`config.mk`:
```
export PLATFORM = sky130hd
export DESIGN_NAME = fft_agu_seq
export DESIGN_NICKNAME = d
export VERILOG_FILES = /design/src/rtl/fft_pkg.sv /design/src/rtl/fft_agu_lane.sv /design/src/rtl/fft_agu_seq.sv
export SDC_FILE = /design/constraint.sdc
export NUM_CORES = 1
export LEC_CHECK = 0
export ABC_CLOCK_PERIOD_IN_PS = 3600
export CORE_MARGIN = 3
export CORE_UTILIZATION = 51
export DETAILED_ROUTE_END_ITERATION = 6
export MAX_ROUTING_LAYER = met4
export PLACE_DENSITY = 0.88
export SYNTH_ARGS = -nofsm -noshare
export SYNTH_HDL_FRONTEND = slang
export SYNTH_SLANG_ARGS = --single-unit
```
`constraint.sdc`:
```
create_clock -name clk -period 3.6 [get_ports clk]
set_clock_uncertainty 0.05 [all_clocks]
set_input_delay 0.36 -clock clk [delete_from_list [all_inputs] [get_ports clk]]
set_output_delay 0.36 -clock clk [all_outputs]
set_load 0.005 [all_outputs]
```
`src/rtl/fft_pkg.sv`:
```
// Shared definitions for the FFT address generator: log2 helper, sequencer
// state encoding and parameter legality checks.
package fft_pkg;

    typedef enum logic [1:0] {
        IDLE = 2'd0,
        RUN  = 2'd1,
        GAP  = 2'd2,
        FIN  = 2'd3
    } fsm_state_t;

    function automatic int log2_ceil(input int value);
        int result;
        result = 0;
        for (int i = 0; i < 31; i++) begin
            if ((1 << i) < value) begin
                result = i + 1;
            end
        end
        return result;
    endfunction

    function automatic bit is_pow2(input int value);
        return (value > 0) && ((value & (value - 1)) == 0);
    endfunction

    function automatic bit agu_params_legal(input int n, input int lanes);
        return is_pow2(n) && (n >= 4) && is_pow2(lanes) && (lanes <= n / 2);
    endfunction

    // Gap counter holds STAGE_GAP-1 down to 0; keep at least one bit.
    function automatic int gap_cnt_width(input int gap);
        return (gap <= 2) ? 1 : log2_ceil(gap);
    endfunction

endpackage

```
`src/rtl/fft_agu_lane.sv`:
```
// Per-lane radix-2 address mapping: both butterfly sample addresses are the
// pair index with a 0/1 appended, rotated left by the stage number.
module fft_agu_lane #(
    parameter int LOG2N = 10
) (
    input  logic [LOG2N-2:0] pair_id,
    input  logic [LOG2N-1:0] stage,
    output logic [LOG2N-1:0] address1,
    output logic [LOG2N-1:0] address2,
    output logic [LOG2N-1:0] twiddle_address
);

    logic [2*LOG2N-1:0] rot1;
    logic [2*LOG2N-1:0] rot2;
    logic [LOG2N-1:0]   tw_mask;

    always_comb begin
        // Shifting the doubled word and keeping the upper half is a rotate.
        rot1            = {pair_id, 1'b0, pair_id, 1'b0} << stage;
        rot2            = {pair_id, 1'b1, pair_id, 1'b1} << stage;
        address1        = rot1[2*LOG2N-1 -: LOG2N];
        address2        = rot2[2*LOG2N-1 -: LOG2N];
        tw_mask         = ~({LOG2N{1'b1}} << stage);
        twiddle_address = {1'b0, pair_id} & tw_mask;
    end

endmodule

```
`src/rtl/fft_agu_seq.sv`:
```
// FFT address-generation sequencer: walks every stage and butterfly of an
// N-point radix-2 transform, LANES butterflies per beat, with optional gaps.
//
// state | meaning
// IDLE  | waiting for start, outputs idle
// RUN   | presenting address beats, advancing on out_ready
// GAP   | stage boundary bubble of STAGE_GAP cycles
// FIN   | one-cycle done pulse, then back to IDLE
module fft_agu_seq
    import fft_pkg::*;
#(
    parameter int N         = 1024,
    parameter int LANES     = 1,
    parameter int STAGE_GAP = 0
) (
    input  logic                            clk,
    input  logic                            rst_n,
    input  logic                            start,
    output logic                            busy,
    output logic                            out_valid,
    input  logic                            out_ready,
    output logic [log2_ceil(N)-1:0]         stage,
    output logic [LANES*log2_ceil(N)-1:0]   address1,
    output logic [LANES*log2_ceil(N)-1:0]   address2,
    output logic [LANES*log2_ceil(N)-1:0]   twiddle_address,
    output logic                            last,
    output logic                            done
);

    localparam int LOG2N = log2_ceil(N);
    localparam int BW    = LOG2N - 1;
    localparam int GW    = gap_cnt_width(STAGE_GAP);

    localparam logic [BW-1:0]    BASE_LAST  = BW'(N / 2 - LANES);
    localparam logic [BW-1:0]    BASE_STEP  = BW'(LANES);
    localparam logic [LOG2N-1:0] STAGE_LAST = LOG2N'(LOG2N - 1);
    localparam logic [GW-1:0]    GAP_LOAD   = GW'((STAGE_GAP > 0) ? STAGE_GAP - 1 : 0);

    if (!agu_params_legal(N, LANES)) begin : g_param_check
        $error("fft_agu_seq: N must be a power of two >= 4, LANES a power of two <= N/2");
    end

    fsm_state_t       state_q;
    fsm_state_t       state_d;
    logic [LOG2N-1:0] stage_q;
    logic [LOG2N-1:0] stage_d;
    logic [BW-1:0]    base_q;
    logic [BW-1:0]    base_d;
    logic [GW-1:0]    gap_q;
    logic [GW-1:0]    gap_d;
    logic             load;
    logic             beat_is_last;

    logic [LANES*LOG2N-1:0] addr1_d;
    logic [LANES*LOG2N-1:0] addr2_d;
    logic [LANES*LOG2N-1:0] tw_d;

    assign beat_is_last = (stage_q == STAGE_LAST) && (base_q == BASE_LAST);

    always_comb begin
        state_d = state_q;
        stage_d = stage_q;
        base_d  = base_q;
        gap_d   = gap_q;
        load    = 1'b0;
        case (state_q)
            IDLE: begin
                if (start) begin
                    state_d = RUN;
                    stage_d = '0;
                    base_d  = '0;
                    load    = 1'b1;
                end
            end
            RUN: begin
                if (out_ready) begin
                    if (beat_is_last) begin
                        state_d = FIN;
                    end else begin
                        load = 1'b1;
                        if (base_q == BASE_LAST) begin
                            base_d  = '0;
                            stage_d = stage_q + LOG2N'(1);
                            if (STAGE_GAP > 0) begin
                                state_d = GAP;
                                gap_d   = GAP_LOAD;
                            end
                        end else begin
                            base_d = base_q + BASE_STEP;
                        end
                    end
                end
            end
            GAP: begin
                if (gap_q == '0) begin
                    state_d = RUN;
                end else begin
                    gap_d = gap_q - GW'(1);
                end
            end
            FIN: begin
                state_d = IDLE;
            end
            default: begin
                state_d = IDLE;
            end
        endcase
    end

    // Lanes map the next beat so the address registers load it directly.
    for (genvar k = 0; k < LANES; k++) begin : g_lane
        logic [BW-1:0] pair_id;
        assign pair_id = base_d + BW'(k);

        fft_agu_lane #(
            .LOG2N(LOG2N)
        ) u_lane (
            .pair_id         (pair_id),
            .stage           (stage_d),
            .address1        (addr1_d[k*LOG2N +: LOG2N]),
            .address2        (addr2_d[k*LOG2N +: LOG2N]),
            .twiddle_address (tw_d[k*LOG2N +: LOG2N])
        );
    end

    always_ff @(posedge clk) begin
        if (!rst_n) begin
            state_q         <= IDLE;
            stage_q         <= '0;
            base_q          <= '0;
            gap_q           <= '0;
            out_valid       <= 1'b0;
            last            <= 1'b0;
            address1        <= '0;
            address2        <= '0;
            twiddle_address <= '0;
        end else begin
            state_q   <= state_d;
            stage_q   <= stage_d;
            base_q    <= base_d;
            gap_q     <= gap_d;
            out_valid <= (state_d == RUN);
            last      <= (state_d == RUN) && (stage_d == STAGE_LAST) && (base_d == BASE_LAST);
            if (load) begin
                address1        <= addr1_d;
                address2        <= addr2_d;
                twiddle_address <= tw_d;
            end
        end
    end

    assign stage = stage_q;
    assign busy  = (state_q != IDLE);
    assign done  = (state_q == FIN);

endmodule

```
# Word-level counts from Yosys, hierarchy flattened
# Index checks and enable logic that the tools add are counted.
[classes]
multipliers = 0
reduce_logical = 5
n_addsub = 3
n_mux = 20
eq_ne = 8
div = 0
n_bitwise = 2
magnitude_cmp = 0
shifts = 3
[op_table]
columns = ["operator", "n"]
rows = [
  ["2-to-1 mux 10 bit", 4],
  ["<< shifter 20 x 10 -> 20 bit", 2],
  ["2-to-1 mux 9 bit", 4],
  ["== test 10 x 4 -> 1 bit (second input constant)", 2],
  ["case mux 10 bit (2 select lines)", 1],
  ["== test 9 bit (second input constant)", 2],
  ["case mux 9 bit (2 select lines)", 1],
  ["adder 10 x 1 -> 10 bit (second input constant)", 1],
  ["bitwise AND 9 x 10 -> 10 bit", 1],
  ["inverter 10 bit", 1],
  ["<< shifter 10 x 10 -> 10 bit (first input constant)", 1],
  ["adder 9 x 1 -> 9 bit (second input constant)", 1],
  ["2-to-1 mux 2 bit", 4],
  ["case mux 2 bit (4 select lines)", 1],
  ["== test 2 x 1 -> 1 bit (second input constant)", 2],
  ["== test 2 bit (second input constant)", 2],
  ["2-to-1 mux 1 bit", 4],
  ["logical AND 1 bit", 3],
  ["logical NOT 2 bit", 1],
  ["case mux 1 bit (2 select lines)", 1],
  ["nonzero test 2 bit", 1],
  ["subtractor 1 bit (second input constant)", 1],
]
[totals]
romBits = 0
out_inout_bits = 44
latchBits = 0
ramBits = 0
regBits = 54
wordCells = 50
memories = 0

# Depth between registers and ports, before layout
# Gate-level depths: netlist (run 1).
[logic_depth]
depth_word = 8
depth_mapped = 16
mapped_depth_nobuf = 14

# By module
# Synthesis (run 1) repeated with hierarchy kept, for this count alone.
[hier_totals]
cells_unflattened = 512
hier_area_um2 = 4291.6
[modules_own_cells]
columns = ["mod", "n_inst", "area_each_um2", "cells_per_inst"]
rows = [
  ["fft_agu_seq", 1, 2861.5, 340],
  ["fft_agu_lane", 1, 1430.1, 172],
]

# Worst setup path before layout (run 1)
# Ideal clock, no wire load.
[synth_path]
path_kind = "register -> register"
start = "register base_q[0]"
end = "register address1[7]"
path_buffers = 2
synth_period_minus_slack_ns = 3.544
setup_slack_ns = 0.056
path_stages_with_launch = 16
setup_time_ns = 0.117
arrival_ns = 3.376
cell_sequence = "dfxtp_1 > ha_1 > nand2_1 > nor2_1 > and3_1 > ha_1 > and4_1 > clkbuf_1 > nand4_1 > mux2i_1 > a221oi_1 > or2_2 > clkbuf_1 > a2111oi_0 > or4_4 > a32o_1"
[synth_between]
elab_chain_len = 6
word_cells_on_any_way = 16
[synth_rtl]
columns = ["item", "line", "rtl"]
rows = [
  ["start: declaration", "fft_agu_seq.sv:47", "logic [BW-1:0] base_q;"],
  ["start signal: assignment", "fft_agu_seq.sv:140", "base_q <= base_d;"],
  ["adder 9 x 1 -> 9 bit or == test 9 bit (tied branches)", "fft_agu_seq.sv:89, fft_agu_seq.sv:58, fft_agu_seq.sv:81", ""],
  ["2-to-1 mux 9 bit (tied with other cells)", "fft_agu_seq.sv:81", "if (base_q == BASE_LAST) begin"],
  ["2-to-1 mux 9 bit or 2-to-1 mux 10 bit (tied branches)", "fft_agu_seq.sv:77", "if (beat_is_last) begin"],
  ["2-to-1 mux 9 bit or 2-to-1 mux 10 bit (tied branches)", "fft_agu_seq.sv:76", "if (out_ready) begin"],
  ["case mux 9 bit (2 select lines) or case mux 10 bit (2 select lines) (tied branches)", "fft_agu_seq.sv:66", "case (state_q)"],
  ["<< shifter 20 x 10 -> 20 bit", "fft_agu_lane.sv:19", "rot1 = {pair_id, 1'b0, pair_id, 1'b0} << stage;"],
  ["end signal: assignment", "fft_agu_seq.sv:145", "address1 <= addr1_d;"],
  ["end: declaration", "fft_agu_seq.sv:23", "output logic [LANES*log2_ceil(N)-1:0] address1,"],
]
# Parallel ways exist; a longest one is shown, timed or not.
# A chain may end at the register's enable or synchronous reset.

# Worst setup path after layout (run 1)
[layout_path]
start = "register base_q[1]"
end = "register address1[9]"
# Same word-level chain as after synthesis.

==> reports/results.txt, run 1 <==
Async S/R FF share, synth: 0%
Post-synthesis cell type count: 71
Fin nets: 579
Final ANT Viol Nets: 0
Mean Syn Cell Area: 7.424 um2
DRC viols: 0
Mapped Area: 0.003667 mm2
CP startpoint kind: register
First-pass GRT wire length: 18420 um
Syn. warnings: 0
Global Route Usage Sum: 27.56%
Vias per cell: 6.227
Congestion Overflow GR: 0
Root Driver: clkbuf_8
Max Fclk: 288.3 MHz
DIE AREA: 0.008245 mm2
Leak: 1.811 nW
Sink Count: 52
Placed wire-length estimate: 8265 um
Pin count of the biggest net entering global routing: 22
RSZ-0062 raised after global routing: yes
H-tree Lvls: 2
Setup ws final: 0.1311 ns
Arr. time, crit path: 3.62 ns
DR vias: 4135
Top FF cell, synth: dfxtp_1
Worst hold stages: 2
Number of global-route vias before repair: 3775
Worst hold margin: 0.4110 ns
CTS Buffer Depth: 2
Clock-pin slew of the registers on the worst-case setup and hold paths: 0.10 ns
Worst-skew pair later-pin latency: 0.31 ns
Hold path start: address1[2]$_SDFFE_PN0P_
Worst min path class: reg -> reg
Outcome: complete, no violations
Final min period: 3.469 ns
FF-to-FF End: address1[9]$_SDFFE_PN0P_
Worst Hold End: address1[2]$_SDFFE_PN0P_
Final period utilization: 96.36%
Placed Instances: 652
Final GP Congestion: 0.9956
# IOs: 48
First DRT Iteration DRCs: 408
DR pass1 iterations: 5
ANT cells: 0
Worst R2R Setup Slack: 0.13 ns
Slew at the pin with the worst max-slew slack: 0.7787 ns
Placement row count: 30
CP Data Required Time: 3.76 ns
Maximum Capacitance Violations: 0
CP Max Fanout: 8
Final setup vio count: 0
Post-synth EDFFs: 0
Final wirelength: 11160 um
Fillers: 586
Mapped Nets: 506
Post-Synthesis Cells: 494
IO buf count: 46
Avg WL per Cell: 16.80 um
Seq cells post-synth: 52
Starting Density: 53.39%
Pre-CTS WS: -0.004384 ns
Initial antenna violation count: 0
CTS tree: done
Commonest non-fill, non-tap cell in the layout: nor2_1
Commonest cells after routing, fill and taps aside: nor2_1, nand2_1, buf_4
Critical path type: reg -> reg
Synthesis-to-layout area growth: 28.18%
Worst R2R Start: base_q[1]$_SDFF_PN0_
Fin. max-slew vios: 0
Reg2Reg Depth: 15
Final core occ: 68.43%
VDD IR max: 0.1943 mV
Slew headroom: 46.60%
Final Instance Count excl. Fillers: 664
Chip width: 90.80 um
Final Hold Vio Count: 0
TritonCTS Buffers: 5
Core ar.: 0.006869 mm2
Kind of end point of the critical path: register
Die Ht: 90.80 um
PwrDens: 241.4 mW/mm2
Layout cells sized above 1: 18.84%
Seq/Total Area, Yosys: 28.39%
-- state kept, by name (all words and copies together) (netlist names) --
signal,count
state_q,2
address1,10
last,1
twiddle_address,9
address2,10
stage,10
out_valid,1
base_q,9
-- cells in the mapped netlist, types with 4 or more instances --
cell type / n / area share (%)
or3_1: 4 / 0.68
buf_4: 4 / 0.82
and3_1: 8 / 1.4
nor2_1: 63 / 6.4
a22oi_1: 7 / 1.4
nor2b_1: 5 / 0.85
nor3_1: 15 / 2.0
o21ai_0: 27 / 3.7
inv_1: 10 / 1.0
dfxtp_1: 52 / 28
o31ai_1: 8 / 1.6
or2_2: 5 / 0.85
nor4_1: 6 / 1.0
a21oi_1: 33 / 4.5
clkbuf_1: 23 / 2.4
buf_2: 9 / 1.2
nand2_1: 58 / 5.9
a32o_1: 5 / 1.4
ha_1: 8 / 2.7
mux2i_1: 13 / 3.5
o21ai_1: 6 / 0.82
nand3b_1: 4 / 0.82
o211ai_1: 11 / 2.3
and4b_1: 4 / 1.1
nand3_1: 20 / 2.7
nand4_1: 7 / 1.2
and2_1: 11 / 1.9
-- where the power goes --
part | internal (mW) | leakage, nW | switching, mW
sequential | 0.582 | 0.420 | 0.00398
combinational | 0.0731 | 1.34 | 0.115
clock | 0.158 | 0.0516 | 0.203
total | 0.813 | 1.81 | 0.322
-- timing repair --
| item | 4_1_cts | 5_1_grt |
|---|---|---|
| pin swaps | 1 | 5 |
| hold buffers | 0 | 0 |
| endpoints found under the setup margin | 5 | 30 |
| hold endpoints to repair | 0 | 0 |
| gates resized for setup | 1 | 28 |
| setup buffers | 1 | 3 |
-- cell type report --
class                           count  area, um2  share of cell area, %
Sequential cell                    52       1042                  22.17
Multi-Input combinational cell    394       2505                  53.29
Clock inverter                      2      13.76                 0.2928
Timing Repair Buffer              104      899.6                  19.14
Clock buffer                        6      82.58                  1.757
Inverter                           10      37.54                 0.7985
Tap cell                           96      120.1                  2.555
-- stage by stage --
step           instance area (um2)    TNS, ns  total power, mW
6_report                      4701          0            1.135
5_1_grt                       4701  -0.006418            1.184
4_1_cts                       4573          0            1.136
3_5_place_dp                  4469  -0.004384           0.7781
3_3_place_gp                  4469          0           0.7748
2_1_floorplan                 3667          0           0.7047
-- cell families (layout without fill, tap and decap cells) --
kind of cell / count (synthesis) / after routing / share of synthesized area, %
AOI/OAI and AO/OA: 140 / 140 / 26.48
adders and majority gates: 8 / 8 / 2.730
buffers and inverters: 48 / 122 / 6.039
DFF: 52 / 52 / 28.39
muxes: 14 / 14 / 4.162
other: 1 / 1 / 0.1023
and+or+nand+nor: 231 / 231 / 32.11
-- how the worst max path moves through the flow --
| stage | cells after the start | slack [ns] | endpoint | from |
|---|---|---|---|---|
| 6_report | 15 | 0.13 | address1[9]$_SDFFE_PN0P_ | base_q[1]$_SDFF_PN0_ |
| 5_1_grt | 13 | -0.006 | address1[3]$_SDFFE_PN0P_ | stage[0]$_SDFF_PN0_ |
| 4_1_cts | 14 | 0.001 | address2[7]$_SDFFE_PN0P_ | base_q[1]$_SDFF_PN0_ |
| 3_5_place_dp | 14 | -0.004 | address2[7]$_SDFFE_PN0P_ | base_q[1]$_SDFF_PN0_ |
| 3_3_place_gp | 14 | 0.1 | address1[7]$_SDFFE_PN0P_ | base_q[1]$_SDFF_PN0_ |
| 2_1_floorplan | 15 | 0.06 | address1[7]$_SDFFE_PN0P_ | base_q[0]$_SDFF_PN0_ |
-- layer usage --
metal  track usage (%)  up-vias  wire length, um
li1                  -     1960                -
met1             37.99     1935             4976
met2             42.37      220             5078
met3             3.750       20              890
met4             7.789        0              209
met5                 -        -                0
-- critical path: stages (launching register included) --
cell	delay [ns]
dfxtp_2	0.35
ha_2	0.20
nand2_2	0.08
nor2_4	0.12
and3_4	0.21
ha_4	0.17
nand2_1	0.11
a31oi_1	0.38
o31ai_1	0.13
a21boi_1	0.29
mux2i_1	0.16
mux2i_1	0.30
buf_4	0.18
nor3_1	0.04
o311a_1	0.36
a32o_1	0.23
Note: power is estimated with default switching activity, not from simulation.
==> run 2: changes to the inputs <==
--- a/config.mk
+++ b/config.mk
@@ -10,7 +10,7 @@
 export CORE_UTILIZATION = 51
 export DETAILED_ROUTE_END_ITERATION = 6
 export MAX_ROUTING_LAYER = met4
-export PLACE_DENSITY = 0.88
+export PLACE_DENSITY = 0.78
 export SYNTH_ARGS = -nofsm -noshare
 export SYNTH_HDL_FRONTEND = slang
 export SYNTH_SLANG_ARGS = --single-unit
==> run 2 against run 1 <==
Register-to-register slack better by 0.02 ns. First-iteration DRC count is 22% lower. Maximum frequency increased by 0.46%. Largest cell class unchanged.
==> reports/results.txt, run 2 (synthesized netlist as in run 1, its figures left out) <==
Outcome: complete, no violations
Worst R2R Start: base_q[1]$_SDFF_PN0_
Final period utilization: 95.92%
Worst path bufs/invs: 1
Layout cells sized above 1: 19.26%
Fin nets: 582
Setup ws final: 0.1469 ns
Die Ht: 90.80 um
Worst min path class: reg -> reg
CP Max Fanout: 8
Max Fclk: 289.6 MHz
Worst hold stages: 2
VDD IR max: 0.1841 mV
Final setup vio count: 0
Sink Count: 52
Chip width: 90.80 um
Vias per cell: 6.168
IO buf count: 46
Initial antenna violation count: 0
Final Hold Vio Count: 0
DR pass1 iterations: 5
CTS tree: done
Slew at the pin with the worst max-slew slack: 0.7208 ns
Met2 Wirelength: 5176 um
Placement row count: 30
Number of global-route vias before repair: 3644
FF-to-FF End: address2[7]$_SDFFE_PN0P_
Commonest non-fill, non-tap cell in the layout: nor2_1
WL met3: 951 um
Commonest cells after routing, fill and taps aside: nor2_1, buf_4, nand2_1
Pre-CTS WS: -0.04438 ns
Congestion Overflow GR: 0
Fin. max-slew vios: 0
DP Area: 0.004519 mm2
Clock-pin slew of the registers on the worst-case setup and hold paths: 0.10 ns
Placed Instances: 657
Synthesis-to-layout area growth: 29.48%
CP startpoint kind: register
Fillers: 578
Avg WL per Cell: 17.03 um
Core ar.: 0.006869 mm2
Global Route Usage Sum: 27.18%
Worst R2R Setup Slack: 0.15 ns
Placed wire-length estimate: 8340 um
M1 wire length: 5050 um
Root Driver: clkbuf_8
Maximum Capacitance Violations: 0
Tot Pwr: 1.180 mW
Starting Density: 53.39%
Kind of end point of the critical path: register
First DRT Iteration DRCs: 317
CTS Buffer Depth: 2
Finished layout cell area: 0.004748 mm2
CP Data Required Time: 3.75 ns
Delay-heaviest family, CP: simple AND/OR/NAND/NOR gates
DR vias: 4114
Setup tns final: 0 ns
DIE AREA: 0.008245 mm2
Reg2Reg Depth: 15
ANT cells: 0
Leak: 1.836 nW
Final ANT Viol Nets: 0
Final Instance Count excl. Fillers: 667
Cts hold-fix bufs: 0
Worst-skew pair later-pin latency: 0.31 ns
Critical-path top delay cell: or4_4
TritonCTS Buffers: 5
PwrDens: 248.6 mW/mm2
Arr. time, crit path: 3.61 ns
Hold path start: twiddle_address[1]$_SDFFE_PN0P_
CP max stage delay: 0.52 ns
Max Used Layer: met4
DRC viols: 0
Cells along the critical path: ha_2 > nand2_1 > nor2_2 > and3_4 > ha_4 > nand2_1 > a222oi_1 > nand3_2 > buf_4 > nor2_1 > a21oi_2 > o211ai_2 > nor2_2 > or4_4 > a32o_1
Final wirelength: 11360 um
Pin count of the biggest net entering global routing: 22
Critical path type: reg -> reg
Final GP Congestion: 0.9187
First-pass GRT wire length: 18160 um
# IOs: 48
Slew headroom: 50.57%
Worst Hold End: twiddle_address[1]$_SDFFE_PN0P_
Final min period: 3.453 ns
H-tree Lvls: 2
## run 2: timing repair
item | CTS | global route
pin swaps | 2 | 4
resized for setup | 3 | 24
setup buffers | 1 | 1
setup endpoints to repair | 6 | 24
## run 2: worst register-to-register path, stage by stage (launching register included)
cell and delay (ns):
dfxtp_2 0.36, ha_2 0.20, nand2_1 0.09, nor2_2 0.12, and3_4 0.23, ha_4 0.17, nand2_1 0.10, a222oi_1 0.44
nand3_2 0.11, buf_4 0.19, nor2_1 0.15, a21oi_2 0.07, o211ai_2 0.24, nor2_2 0.06, or4_4 0.52, a32o_1 0.25
## run 2: worst max path at each step
stage / slack (ns) / end / cells past startpoint / from
2_1_floorplan: 0.06 / address1[7]$_SDFFE_PN0P_ / 15 / base_q[0]$_SDFF_PN0_
3_3_place_gp: 0.05 / address1[7]$_SDFFE_PN0P_ / 13 / base_q[1]$_SDFF_PN0_
3_5_place_dp: -0.04 / address2[7]$_SDFFE_PN0P_ / 14 / base_q[1]$_SDFF_PN0_
4_1_cts: 0.006 / address2[9]$_SDFFE_PN0P_ / 15 / base_q[1]$_SDFF_PN0_
5_1_grt: -0.02 / address2[4]$_SDFFE_PN0P_ / 16 / base_q[1]$_SDFF_PN0_
6_report: 0.15 / address2[7]$_SDFFE_PN0P_ / 15 / base_q[1]$_SDFF_PN0_
## run 2: report_power, final
group / switching [mW] / internal [mW] / total, mW
Combinational: 0.115 / 0.0707 / 0.186
Clock: 0.200 / 0.207 / 0.407
Sequential: 0.00457 / 0.582 / 0.587
Total: 0.320 / 0.860 / 1.18
## run 2: routing by layer
layer	up-vias	track usage (%)
met2	192	42.19
li1	1967	-
met1	1935	38.41
met5	-	-
met4	0	5.025
met3	20	3.333
## run 2: cell type report
| class | count | area, um2 | area share (%) |
|---|---|---|---|
| multi-input cells | 394 | 2510 | 52.86 |
| well taps | 96 | 120.1 | 2.530 |
| repair buffers | 107 | 930.9 | 19.60 |
| flip-flops and latches | 52 | 1042 | 21.95 |
| clock inverters | 2 | 35.03 | 0.7378 |
| inverters | 10 | 37.54 | 0.7905 |
| clock buffers | 6 | 72.57 | 1.528 |
## run 2: through the flow
step | utilization, % | hold slack, ns
after CTS | 67.67 | 0.4156
final | 69.13 | 0.4128
after detailed placement | 65.79 | 0.3932
after floorplan | - | 0.3956
after global routing | 69.13 | 0.4463
after global placement | 65.79 | 0.3896
